--- src/rtl/fnv1a_stream_hasher.sv ---
// rtl/fnv1a_stream_hasher.sv - FNV-1a 32-bit hasher draining a fall-through byte FIFO
module fnv1a_stream_hasher #(
    parameter int          DSIZE        = 9,
    parameter logic [31:0] OFFSET_BASIS = 32'h811C9DC5,
    parameter logic [31:0] FNV_PRIME    = 32'h01000193,
    parameter int          CNT_WIDTH    = 16
) (
    input  logic                 rclk,
    input  logic                 rrst_n,
    input  logic [DSIZE-1:0]     rdata,
    input  logic                 rempty,
    output logic                 rinc,
    input  logic                 soft_clr,
    output logic [31:0]          digest,
    output logic                 digest_valid,
    input  logic                 digest_ready,
    output logic [CNT_WIDTH-1:0] byte_count,
    output logic                 busy
);

    typedef enum logic [1:0] {
        IDLE = 2'd0,
        MIX  = 2'd1,
        DONE = 2'd2
    } state_t;

    state_t               state, state_d;
    logic [31:0]          hash, hash_d;
    logic [7:0]           byte_q, byte_d;
    logic                 last_q, last_d;
    logic [31:0]          digest_d;
    logic                 digest_valid_d;
    logic [CNT_WIDTH-1:0] count_d;
    logic [31:0]          mix_x;
    logic [31:0]          mixed;

    assign mix_x = hash ^ {24'b0, byte_q};

    // The standard prime maps onto six shifted adds; any other prime falls back to a multiply.
    generate
        if (FNV_PRIME == 32'h01000193) begin : g_shift_add
            assign mixed = mix_x + (mix_x << 1) + (mix_x << 4) + (mix_x << 7)
                         + (mix_x << 8) + (mix_x << 24);
        end else begin : g_mult
            assign mixed = mix_x * FNV_PRIME;
        end
    endgenerate

    always_ff @(posedge rclk or negedge rrst_n) begin
        if (!rrst_n) begin
            state        <= IDLE;
            hash         <= OFFSET_BASIS;
            byte_q       <= 8'h00;
            last_q       <= 1'b0;
            digest       <= 32'h0;
            digest_valid <= 1'b0;
            byte_count   <= '0;
        end else begin
            state        <= state_d;
            hash         <= hash_d;
            byte_q       <= byte_d;
            last_q       <= last_d;
            digest       <= digest_d;
            digest_valid <= digest_valid_d;
            byte_count   <= count_d;
        end
    end

    always_comb begin
        state_d        = state;
        hash_d         = hash;
        byte_d         = byte_q;
        last_d         = last_q;
        digest_d       = digest;
        digest_valid_d = digest_valid;
        count_d        = byte_count;
        rinc           = 1'b0;
        case (state)
            IDLE: begin
                if (soft_clr) begin
                    hash_d  = OFFSET_BASIS;
                    count_d = '0;
                end else if (!rempty) begin
                    rinc    = rrst_n;
                    byte_d  = rdata[7:0];
                    last_d  = rdata[DSIZE-1];
                    state_d = MIX;
                end
            end
            MIX: begin
                if (soft_clr) begin
                    // The popped byte is dropped; the FIFO entry cannot be returned.
                    hash_d  = OFFSET_BASIS;
                    count_d = '0;
                    state_d = IDLE;
                end else begin
                    hash_d = mixed;
                    if (byte_count != {CNT_WIDTH{1'b1}}) begin
                        count_d = byte_count + 1'b1;
                    end
                    if (last_q) begin
                        digest_d       = mixed;
                        digest_valid_d = 1'b1;
                        state_d        = DONE;
                    end else begin
                        state_d = IDLE;
                    end
                end
            end
            DONE: begin
                if (digest_ready) begin
                    digest_valid_d = 1'b0;
                    hash_d         = OFFSET_BASIS;
                    count_d        = '0;
                    state_d        = IDLE;
                end
            end
            default: begin
                state_d = IDLE;
            end
        endcase
    end

    assign busy = (state != IDLE) || (byte_count != '0);

endmodule

--- config.mk ---
export PLATFORM = sky130hd
export DESIGN_NAME = fnv1a_stream_hasher
export DESIGN_NICKNAME = d
export VERILOG_FILES = /design/src/rtl/fnv1a_stream_hasher.sv
export SDC_FILE = /design/constraint.sdc
export NUM_CORES = 1
export LEC_CHECK = 0
export CAP_MARGIN = 20
export CORE_AREA = 2 2 153 155
export CTS_BUF_LIST = sky130_fd_sc_hd__clkbuf_2 sky130_fd_sc_hd__clkbuf_4 sky130_fd_sc_hd__clkbuf_8
export DETAILED_ROUTE_END_ITERATION = 10
export DIE_AREA = 0 0 155 157
export HOLD_SLACK_MARGIN = 0.02
export PLACE_DENSITY = 0.5
export REMOVE_ABC_BUFFERS = 1
export SLEW_MARGIN = 40
export SYNTH_ARGS = -nofsm -noshare
export SYNTH_HDL_FRONTEND = slang
export SYNTH_SLANG_ARGS = --single-unit
--- constraint.sdc ---
create_clock -name rclk -period 4.1 [get_ports rclk]
set_input_delay 1.23 -clock rclk [delete_from_list [all_inputs] [get_ports rclk]]
set_output_delay 1.23 -clock rclk [all_outputs]
set_load 0.005 [all_outputs]
==> reports/results.txt <==
top-area cell type share of the netlist area - 24.79%
fmax - 233.9 MHz
vias per cell - 4.946
Slew HR - 43.60%
routed length per placed instance - 17.63 um
Ports - 65
Max Cap Violations - 0
Multi-input gate area - 5610 um2
Critical Path End - hash[27]
crit-path cells - clkinvlp_4 > fa_1 > inv_2 > fa_1 > inv_1 > fa_1 > inv_1 > ha_4 > and4_1 > nand3_2 > a21oi_2 > nor3_2 > o31a_1 > buf_6 > or4_4 > nand3_2
Async S/R FF share, synth - 100.0%
clock skew - 15.93 ps
Final Max Slew Viols - 0
Top delay family on crit path - adder cells
Post-Layout Cell Count - 1308
FF+latch count, synth - 92
kind of critical path - flip-flop to flip-flop
setup_tns - -904.7 ps
Die ar. - 24340 um2
WP depth - 16
Tightest Hold Check Type - flip-flop to flip-flop
fin util - 48.56%
1st-pass router iterations - 5
grt met3 use - 1.845%
largest net degree at the start of global routing - 65
WL final - 23060 um
CTS H-tree lvls - 3
die height - 157 um
Final Hold Vio Count - 0
Clock transition at path regs - 100 ps
setup violators final - 12
Worst Path Required - 4440 ps
Row Count - 55
dpl cells - 1266
layout cells sized above 1 - 30.89%
clk root buf - clkbuf_8
number of port buffers - 64
CP Launch Point - hash[9]
crit path max fanout - 5
delay of the slowest critical-path stage - 600 ps
dominant cells by area after synthesis - dfrtp_1 (25%), fa_1 (20%), ha_1 (10%)
flop-to-flop setup slack - -170 ps
failing checks - negative setup slack
final worst path period share - 104.3%
antenna violations before repair - 0
fill cell count - 2073
CP endpoint kind - flip-flop
syn avg cell area - 9.602 um2
register area share after synthesis - 29.46%
GR Util met2 - 33.12%
residual DRC count - 0
GR Util met1 - 27.07%
Startpoint Class - flip-flop
CTS buffer count - 9
most frequent CP cell - fa_1
minimum clock period - 4275 ps
Ys Warns - 0
first-pass GRT wire length - 36640 um
Worst Path Arrival - 4610 ps
FF-to-FF Start - hash[9]
Final WS setup - -174.7 ps
Core Area - 22500 um2
Synth Instances - 820
clk_lat worst skew - 410 ps
CP Buf/Inv Count - 5
die width - 155 um
top_reg_cell synth - dfrtp_1
Reg area - 2320 um2
Post-synth EDFFs - 0
global placement routability congestion - 0.9124
pre-CTS WS - -240.2 ps
vias post-DR - 6469
DRT antenna net count - 0
CP max-delay cell - fa_1
r2r worst-path depth - 16
Overall Global Routing Usage - 19.62%
GR peak layer - met2
DRT iter0 DRCs - 337
status - finished, violations left
global route overflow - 0
Max clock buf depth - 2
Worst Tran Pin Value - 842.9 ps
Netlist cell types - 58
RSZ-0062 raised after global routing - yes
via count of the first global-routing pass - 6740
TritonCTS clock tree - done
Final HPWL DP - 17780 um
Nets - 1174
Synth area leader - dfrtp_1
diode count - 0
synthesis-to-layout area growth - 38.77%
R2R Path End - hash[27]
most instantiated library cell after synthesis - inv_1
Sink Count - 92
post-synth design cell area - 7874 um2
Post-synth top cells - inv_1 (134), nand2_1 (90), dfrtp_1 (78), fa_1 (78), ha_1 (64)
Initial Util - 34.99%
## cells by family after synthesis
group	Yosys count	synth area share (%)
muxes	15	2.129
and+or+nand+nor	191	11.30
AOI/OAI and AO/OA	160	13.28
xor gates and xnor gates	52	5.784
buffers and inverters	168	8.041
DFF	92	29.46
adders and majority gates	142	30.00
## final cells by class
type,count,area share (%)
multi-input cells,560,51.35
flip-flops and latches,92,21.23
repair buffers,220,17.57
inverters,135,4.729
well taps,285,3.263
clock buffers,9,1.134
clock inverters,7,0.7329
## tightest hold or removal path: stages, from the launching register on
cell and delay [ps]:
dfrtp_1 360, nand2_1 50, nand2_1 50
## flip-flops by register name, summed over array words and instances (netlist names)
name / flops
digest: 32
hash: 32
byte_count: 16
byte_q: 8
state: 2
digest_valid: 1
last_q: 1
## routing by layer
metal	wire length, um	vias to the layer above
li1	-	3100
met1	11070	3242
met2	11110	107
met3	522	20
met4	349	0
met5	0	-
## stage by stage
| step | hold WS (ps) | instance area (um2) |
|---|---|---|
| 2_1_floorplan | 442.1 | 7747 |
| 3_3_place_gp | 452.4 | 9733 |
| 3_5_place_dp | 452.5 | 9739 |
| 4_1_cts | 493.6 | 10420 |
| 5_1_grt | 511.7 | 10930 |
| 6_report | 484.4 | 10930 |
## repair_timing
action,4_1_cts,5_1_grt
setup buffers,12,20
pin swaps,40,57
setup endpoints to repair,35,38
gates resized for setup,66,86
hold buffers,0,0
## worst min path at each step
stage,from,end,cells after the start
CTS,digest[12],digest[12],2
detailed placement,hash[2],hash[2],2
finish,digest[12],digest[12],2
global route,digest[12],digest[12],2
floorplan,hash[2],hash[2],2
global placement,hash[2],hash[2],2
## cells in the final DEF (no fill, tap or decap), drive strengths merged, types with 32 or more instances in the layout
cell type / instances
nor2: 32
buf: 157
ha: 64
o21ai: 50
dfrtp: 78
inv: 136
clkdlybuf4s50: 63
nand2: 90
fa: 78
a21oi: 36
Power is left out: the tool's default activity adds up to more than one toggle a clock period on the data nets, which glitch-free logic cannot reach.
